$ cat src/rtl/uart_pkg.sv
// Shared UART definitions: TX FSM encoding, parity types and default widths.
package uart_pkg;

   localparam int DATA_WIDTH_DEF     = 8;
   localparam int PRESCALE_WIDTH_DEF = 6;

   localparam logic PAR_EVEN = 1'b0;
   localparam logic PAR_ODD  = 1'b1;

   typedef enum logic [2:0] {
      IDLE   = 3'd0,
      START  = 3'd1,
      DATA   = 3'd2,
      PARITY = 3'd3,
      STOP   = 3'd4
   } tx_state_e;

endpackage

$ cat src/rtl/tx_edge_bit_counter.sv
// Per-bit edge counter (0..P-1) with a bit counter that advances on each wrap.
module tx_edge_bit_counter #(
   parameter int PRESCALE_WIDTH = 6,
   parameter int BIT_CNT_WIDTH  = 4,
   parameter int MAX_BITS       = 8
) (
   input  logic                      CLK_EDGE,
   input  logic                      RST_EDGE,
   input  logic                      en_i,
   input  logic                      clr_i,
   input  logic [PRESCALE_WIDTH-1:0] p_i,
   output logic [PRESCALE_WIDTH-1:0] edge_cnt_o,
   output logic [BIT_CNT_WIDTH-1:0]  bit_cnt_o,
   output logic                      bit_wrap_o
);

   localparam logic [BIT_CNT_WIDTH-1:0] BIT_MAX = BIT_CNT_WIDTH'(MAX_BITS);

   logic [PRESCALE_WIDTH-1:0] edge_cnt_q, edge_cnt_d;
   logic [BIT_CNT_WIDTH-1:0]  bit_cnt_q, bit_cnt_d;
   logic                      wrap;

   always_comb begin
      wrap       = en_i && (edge_cnt_q == (p_i - PRESCALE_WIDTH'(1)));
      edge_cnt_d = edge_cnt_q;
      bit_cnt_d  = bit_cnt_q;
      if (clr_i) begin
         edge_cnt_d = '0;
         bit_cnt_d  = '0;
      end else if (en_i) begin
         edge_cnt_d = wrap ? '0 : edge_cnt_q + PRESCALE_WIDTH'(1);
         // saturate rather than roll over past the last data bit
         if (wrap && (bit_cnt_q != BIT_MAX))
            bit_cnt_d = bit_cnt_q + BIT_CNT_WIDTH'(1);
      end
   end

   always_ff @(posedge CLK_EDGE or negedge RST_EDGE) begin
      if (!RST_EDGE) begin
         edge_cnt_q <= '0;
         bit_cnt_q  <= '0;
      end else begin
         edge_cnt_q <= edge_cnt_d;
         bit_cnt_q  <= bit_cnt_d;
      end
   end

   assign edge_cnt_o = edge_cnt_q;
   assign bit_cnt_o  = bit_cnt_q;
   assign bit_wrap_o = wrap;

endmodule

$ cat src/rtl/uart_tx_frame_engine.sv
// UART transmit framer: start, LSB-first data, optional parity, stop; P clocks per bit.
//
//   state  | meaning
//   IDLE   | line high, waiting for data_valid
//   START  | drive 0 for P cycles
//   DATA   | drive data bit bit_cnt for P cycles, DATA_WIDTH bits
//   PARITY | drive captured parity bit for P cycles (only if par_en)
//   STOP   | drive 1 for P cycles, frame_done on the last cycle
module uart_tx_frame_engine
   import uart_pkg::*;
#(
   parameter int DATA_WIDTH     = DATA_WIDTH_DEF,
   parameter int PRESCALE_WIDTH = PRESCALE_WIDTH_DEF
) (
   input  logic                      CLK_EDGE,
   input  logic                      RST_EDGE,
   input  logic                      data_valid,
   input  logic [DATA_WIDTH-1:0]     p_data,
   input  logic                      par_en,
   input  logic                      par_typ,
   input  logic [PRESCALE_WIDTH-1:0] prescale,
   output logic                      tx_out,
   output logic                      busy,
   output logic                      frame_done
);

   localparam int BCW = $clog2(DATA_WIDTH + 1);

   tx_state_e                 state_q, state_d;
   logic [DATA_WIDTH-1:0]     data_q;
   logic                      par_en_q, par_bit_q;
   logic [PRESCALE_WIDTH-1:0] p_q, p_eff;
   logic                      tx_out_q, tx_out_d;
   logic                      busy_q, busy_d;
   logic                      done_q, done_d;
   logic                      accept;

   logic [PRESCALE_WIDTH-1:0] edge_cnt;
   logic [BCW-1:0]            bit_cnt;
   logic                      bit_wrap;
   logic [DATA_WIDTH-1:0]     cur_sh, nxt_sh;

   assign accept = (state_q == IDLE) && !busy_q && data_valid;
   assign p_eff  = (prescale < PRESCALE_WIDTH'(2)) ? PRESCALE_WIDTH'(2) : prescale;

   tx_edge_bit_counter #(
      .PRESCALE_WIDTH (PRESCALE_WIDTH),
      .BIT_CNT_WIDTH  (BCW),
      .MAX_BITS       (DATA_WIDTH)
   ) u_cnt (
      .CLK_EDGE   (CLK_EDGE),
      .RST_EDGE   (RST_EDGE),
      .en_i       (state_q != IDLE),
      .clr_i      (state_d != state_q),
      .p_i        (p_q),
      .edge_cnt_o (edge_cnt),
      .bit_cnt_o  (bit_cnt),
      .bit_wrap_o (bit_wrap)
   );

   // Outputs are registered, so each branch drives the value for the next state.
   always_comb begin
      state_d  = state_q;
      tx_out_d = 1'b1;
      busy_d   = 1'b1;
      done_d   = 1'b0;
      cur_sh   = data_q >> bit_cnt;
      nxt_sh   = data_q >> (bit_cnt + BCW'(1));
      unique case (state_q)
         IDLE: begin
            busy_d = 1'b0;
            if (accept) begin
               state_d  = START;
               tx_out_d = 1'b0;
               busy_d   = 1'b1;
            end
         end
         START: begin
            tx_out_d = 1'b0;
            if (bit_wrap) begin
               state_d  = DATA;
               tx_out_d = data_q[0];
            end
         end
         DATA: begin
            tx_out_d = cur_sh[0];
            if (bit_wrap) begin
               if (bit_cnt == BCW'(DATA_WIDTH - 1)) begin
                  state_d  = par_en_q ? PARITY : STOP;
                  tx_out_d = par_en_q ? par_bit_q : 1'b1;
               end else begin
                  tx_out_d = nxt_sh[0];
               end
            end
         end
         PARITY: begin
            tx_out_d = par_bit_q;
            if (bit_wrap) begin
               state_d  = STOP;
               tx_out_d = 1'b1;
            end
         end
         STOP: begin
            done_d = !bit_wrap && (edge_cnt == (p_q - PRESCALE_WIDTH'(2)));
            if (bit_wrap) begin
               state_d = IDLE;
               busy_d  = 1'b0;
            end
         end
         default: begin
            state_d = IDLE;
            busy_d  = 1'b0;
         end
      endcase
   end

   always_ff @(posedge CLK_EDGE or negedge RST_EDGE) begin
      if (!RST_EDGE) begin
         state_q   <= IDLE;
         tx_out_q  <= 1'b1;
         busy_q    <= 1'b0;
         done_q    <= 1'b0;
         data_q    <= '0;
         par_en_q  <= 1'b0;
         par_bit_q <= 1'b0;
         p_q       <= '0;
      end else begin
         state_q  <= state_d;
         tx_out_q <= tx_out_d;
         busy_q   <= busy_d;
         done_q   <= done_d;
         if (accept) begin
            data_q    <= p_data;
            par_en_q  <= par_en;
            par_bit_q <= (^p_data) ^ par_typ;
            p_q       <= p_eff;
         end
      end
   end

   assign tx_out     = tx_out_q;
   assign busy       = busy_q;
   assign frame_done = done_q;

endmodule

$ cat config.mk
export PLATFORM = sky130hd
export DESIGN_NAME = uart_tx_frame_engine
export DESIGN_NICKNAME = d
export VERILOG_FILES = /design/src/rtl/uart_pkg.sv /design/src/rtl/tx_edge_bit_counter.sv /design/src/rtl/uart_tx_frame_engine.sv
export SDC_FILE = /design/constraint.sdc
export NUM_CORES = 1
export LEC_CHECK = 0
export CAP_MARGIN = 20
export CORE_UTILIZATION = 56
export CTS_BUF_LIST = sky130_fd_sc_hd__clkbuf_4 sky130_fd_sc_hd__clkbuf_8 sky130_fd_sc_hd__clkbuf_16
export DETAILED_ROUTE_END_ITERATION = 8
export PLACE_DENSITY_LB_ADDON = 0.05
export SYNTH_ARGS = -nofsm -noshare
export SYNTH_HDL_FRONTEND = slang
export SYNTH_SLANG_ARGS = --single-unit
$ cat constraint.sdc
create_clock -name CLK_EDGE -period 2.54 [get_ports CLK_EDGE]
set_input_delay 0.254 -clock CLK_EDGE [delete_from_list [all_inputs] [get_ports CLK_EDGE]]
set_output_delay 0.254 -clock CLK_EDGE [all_outputs]
set_load 0.02 [all_outputs]
==> run metrics, run 1 <==
Worst Max-Slew Pin Slew 0.443 ns; met1 Usage GRT 0.323; area share of and/or/nand/nor cells after synthesis 0.190; minimum clock period 2.33 ns; CTS clock-pin slew for the worst setup and hold paths 0.10 ns; final setup TNS 0 ns; Die Y-Extent 62.3 um; Via density 5.96; DPL Wire Length 3220 um; Synth Area in Compound Gates 0.106; Reg2Reg Depth 8; Global Route met3 Usage 0.0662; Max Slew Vio Count 0; RSZ-0062 raised after global routing false; Crit Path Max Fanout 6; routing usage on met2 0.424; XOR/XNOR Fraction of Synth Area 0.0903; Startpoint Class flip-flop; Max Freq 0.429 GHz; sequential fraction of the synthesis area 0.394; maximum number of pins on one net before global-route repair 33; # DRC 0; GPL Wtd Cong 0.844; multiplexer share of the synthesized area 0.136; largest family of logic cells by synthesized area simple AND/OR/NAND/NOR gates; Rows 21; Rel. slew slack 0.703; Routed Antenna Nets 0; routed wire length 4300 um; worst hold path class primary input to async pin; IO buf count 21; Synth async-reset ratio 1.00; Syn Area/Cell 9.61 sq um; CTS root buf clkbuf_4; synthesized net count 237; Setup violations, final 0; post-synthesis register bit count 32; die area 3880 sq um; io pins 22; reg2reg start p_q[1]$_DFFE_PN0P_; YS warnings 0; EDFF count, synth 0; PwrDens 1160 nW/um^2; leading cell types in the layout, fill and taps excluded 31 x dfrtp_1, 21 x clkdlybuf4s50_1, 20 x nand2_1; Die W 62.3 um; peak supply drop 0.731 mV; Cells after Synth 212; DR WL/cell 15.5 um; cell area after layout 2350 sq um; H-tree levels 2; CP Class flip-flop to flip-flop; fin cells 278; post-synthesis adder-cell area fraction 0.0369; first-pass GRT wire length 7690 um; core area 3420 sq um; # clock sinks 32; Vias 1,658; reg2reg end u_cnt.bit_cnt_o[2]$_DFFE_PN0P_; post-CTS setup buffer count 0; Max-cap violations 0; filler cell count 264; placed insts 270; Overall Global Routing Usage 0.254; Final Cycle Share 0.919; arrival time of the worst setup path 2.60 ns; DR iter-0 viols 133; Initial Util 0.596; post-synthesis cell area 2040 sq um; Hold Violations, Final 0; initial antenna violation count 0; clock latency on the worst-skew pair 0.34 ns; distinct cell type count of the synthesized netlist 41; CP Data Required Time 2.81 ns; Setup crit end kind flip-flop; commonest non-fill, non-tap cell in the layout dfrtp_1; Area Overhead vs Synth 15.5%; Placement Cell Area 2280 sq um; status complete, no violations; share of cells above drive strength 1 0.155; layout net count 256; prevailing post-synth register cell dfrtp_1; grt total ovfl 0; leak pwr 0.952 nW; deepest clock path buffer count 2; TritonCTS clock tree yes; antenna cells 0; drt first pass iters 5; vias in the first global route 1,696; Clock Skew 0.0117 ns; TritonCTS Buffers 5; most used routing layer met2; R2R Setup Slk 0.21 ns
-- cell type report --
class / count / area (sq um) / area share
clock inverter: 2 / 10.0 / 0.00426
clock buffer: 6 / 51.3 / 0.0218
tap: 46 / 57.6 / 0.0245
sequential: 32 / 802 / 0.341
timing repair buffer: 26 / 248 / 0.105
inverter: 8 / 30.0 / 0.0128
multi-input combinational: 158 / 1150 / 0.490
-- routing by layer --
metal | vias up | share of wire
li1 | 792 | -
met1 | 813 | 0.44
met2 | 48 | 0.50
met3 | 5 | 0.047
met4 | 0 | 0.012
met5 | - | 0
-- kinds of logic (layout without fill, tap and decap cells) --
group	after synthesis	count (layout)
and+or+nand+nor	75	75
xor gates and xnor gates	21	21
muxes	21	21
adders and majority gates	6	6
buffers and inverters	22	42
DFF	32	32
AOI/OAI and AO/OA	35	35
-- power by group --
group,internal (W),switching [W]
sequential,0.000732,0.000316
clock,0.000132,0.000180
combinational,0.000681,0.000677
total,0.00154,0.00117
-- registers in the layout (all words and copies together) (netlist names) --
signal            flops
busy                  1
u_cnt.edge_cnt_o      6
par_bit_q             1
par_en_q              1
tx_out                1
p_q                   6
frame_done            1
u_cnt.bit_cnt_o       4
state_q               3
data_q                8
-- worst max-delay path by stage --
stage                            start                        endpoint  slack (ns)  depth (start not counted)
finish              p_q[1]$_DFFE_PN0P_  u_cnt.bit_cnt_o[2]$_DFFE_PN0P_        0.21                          8
CTS                 p_q[1]$_DFFE_PN0P_  u_cnt.bit_cnt_o[2]$_DFFE_PN0P_        0.11                          8
global route        p_q[1]$_DFFE_PN0P_  u_cnt.bit_cnt_o[2]$_DFFE_PN0P_        0.04                          8
floorplan           p_q[2]$_DFFE_PN0P_  u_cnt.bit_cnt_o[2]$_DFFE_PN0P_        0.20                          9
detailed placement  p_q[2]$_DFFE_PN0P_  u_cnt.bit_cnt_o[2]$_DFFE_PN0P_        0.12                          8
global placement    p_q[2]$_DFFE_PN0P_  u_cnt.bit_cnt_o[2]$_DFFE_PN0P_        0.25                          8
-- critical path, stage by stage, from the launching register on --
cell,delay (ns)
dfrtp_1,0.39
inv_1,0.15
ha_2,0.26
nor3b_4,0.22
and3_1,0.20
o221ai_2,0.13
or2_1,0.25
or4b_1,0.52
a21oi_1,0.15
-- Yosys cell counts (all sizes together) (2+ instances only) --
library cell	number	share of area
or2	2	0.0061
o21ai	10	0.025
ha	6	0.037
nor2	15	0.028
buf	4	0.014
mux2i	4	0.020
nand3	12	0.029
nand2	20	0.037
o41ai	2	0.0086
xor2	7	0.030
inv	8	0.015
mux4	4	0.044
a31oi	6	0.018
clkbuf	10	0.018
nand2b	2	0.0061
dfrtp	31	0.38
o211ai	2	0.0074
a21oi	10	0.025
and3	2	0.0061
nand4b	2	0.0086
mux2	13	0.072
nor4	2	0.0061
o221ai	2	0.0086
nor3	6	0.017
nand3b	4	0.015
xnor2	14	0.060
or3	2	0.0061
-- per-stage QoR --
stage                     worst slack (ns)  hold slack (ns)   util  power [W]
after floorplan                      0.204          -0.0416      -    0.00202
after global placement               0.254            0.501  0.666    0.00227
after detailed placement             0.124            0.514  0.666    0.00237
after CTS                            0.108            0.312  0.684    0.00268
after global routing                0.0373            0.318  0.689    0.00295
final                                0.207            0.299  0.689    0.00272
-- repair_timing --
item / CTS / global route
hold buffers: 0 / 0
endpoints found under the setup margin: 0 / 4
gates resized for setup: 0 / 3
Note: power is estimated with default switching activity, not from simulation.
==> inputs of run 2 (changes only) <==
CORE_MARGIN = 3   (was unset)
SETUP_SLACK_MARGIN = 0.2   (was unset)
==> run 2 against run 1 <==
Die area rose by 13%; sequential cell count did not move; clock skew decreased by 0.0058 ns; critical endpoint unchanged; largest cell class unchanged; highest routed layer unchanged.
==> run metrics, run 2 (synthesized netlist as in run 1, its figures left out) <==
dpl ws 0.0889 ns; io pins 22; Setup violations, final 0; Die W 66.3 um; TritonCTS Buffers 5; DR WL/cell 15.6 um; CP Class flip-flop to flip-flop; Initial Util 0.596; post-CTS resize count 4; Die Y-Extent 66.3 um; first-pass GRT wire length 7070 um; layout net count 256; IO buf count 21; grt total ovfl 0; Rows 21; DPL Wire Length 3250 um; antenna cells 0; Top reg by flops data_q; minimum clock period 2.23 ns; RSZ-0062 raised after global routing false; Rel. slew slack 0.737; leading cell types in the layout, fill and taps excluded 30 x dfrtp_1, 21 x clkdlybuf4s50_1, 20 x nand2_1; TritonCTS clock tree yes; Startpoint Class flip-flop; arrival time of the worst setup path 2.50 ns; # DRC 0; deepest clock path buffer count 2; Worst Max-Slew Pin Slew 0.384 ns; Reg2Reg Depth 8; drt first pass iters 4; Via density 5.92; CTS clock-pin slew for the worst setup and hold paths 0.10 ns; CP Data Required Time 2.80 ns; core area 3420 sq um; clock latency on the worst-skew pair 0.33 ns; Area Overhead vs Synth 17.0%; hold buffer count at CTS 0; worst hold path class primary input to async pin; R2R Setup Slk 0.31 ns; Vias 1,647; vias in the first global route 1,556; Max-cap violations 0; GPL Wtd Cong 0.886; Setup WS post-layout 0.306 ns; leak pwr 0.958 nW; share of cells above drive strength 1 0.177; post-CTS setup buffer count 0; total power 0.00278 W; maximum number of pins on one net before global-route repair 33; commonest non-fill, non-tap cell in the layout dfrtp_1; status complete, no violations; CTS root buf clkbuf_4; # clock sinks 32; final setup TNS 0 ns; PwrDens 1170 nW/um^2; Hold Violations, Final 0; Crit Path Max Fanout 6; Clock Skew 0.00596 ns; die area 4400 sq um; initial antenna violation count 0; routed wire length 4330 um; Overall Global Routing Usage 0.215; Max Freq 0.448 GHz; H-tree levels 2; Max Slew Vio Count 0; DR iter-0 viols 129; Final Cycle Share 0.880; Setup crit end kind flip-flop; peak supply drop 0.612 mV; Routed Antenna Nets 0; max reg flops 8
-- run 2: changes by cell type in the layout (fill, tap and decap cells not counted), sizes merged --
cell	previous run	this run
clkinv	2	0
clkbuf	6	8
-- run 2: worst max-delay path, cell delays in order, from the launching register on --
cell and delay, ns:
dfrtp_1 0.40, inv_2 0.12, ha_4 0.18, nor3b_4 0.21, and3_1 0.20, o221ai_2 0.14, or2_1 0.25, or4b_1 0.50
a21oi_1 0.16
-- run 2: worst paths after layout --
check / from / end
max: p_q[1]$_DFFE_PN0P_ / u_cnt.bit_cnt_o[2]$_DFFE_PN0P_
min: RST_EDGE / state_q[2]$_DFF_PN0_
max reg2reg: p_q[1]$_DFFE_PN0P_ / u_cnt.bit_cnt_o[2]$_DFFE_PN0P_
min reg2reg: data_q[3]$_DFFE_PN0P_ / data_q[3]$_DFFE_PN0P_
max in group asynchronous: RST_EDGE / tx_out$_DFF_PN1_
min in group CLK_EDGE: prescale[0] / p_q[0]$_DFFE_PN0P_
-- run 2: final cells by class --
| type | count | area (sq um) |
|---|---|---|
| clock buffers | 8 | 66.3 |
| inverters | 8 | 30.0 |
| repair buffers | 26 | 248 |
| well taps | 46 | 57.6 |
| multi-input cells | 158 | 1180 |
| flip-flops and latches | 32 | 803 |
| fillers | 271 | 1030 |
-- run 2: per-stage QoR --
step	instance area, sq um	std cells	util	hold WS, ns
after global placement	2280	270	0.666	0.500
final	2380	278	0.697	0.306
after detailed placement	2280	270	0.666	0.519
after floorplan	2040	212	-	-0.0416
after CTS	2360	278	0.691	0.312
after global routing	2380	278	0.697	0.328
-- run 2: report_power, final --
group | internal, W | switching [W]
Clock | 0.000158 | 0.000168
Combinational | 0.000708 | 0.000693
Sequential | 0.000734 | 0.000319
-- run 2: layer usage --
metal,share of wire,routed length (um),vias to the layer above,GRT usage
met5,0,0,-,0
met4,0.015,63,0,0.0812
met3,0.058,250,9,0.0544
met2,0.49,2110,53,0.352
met1,0.44,1910,796,0.272
li1,-,-,789,-
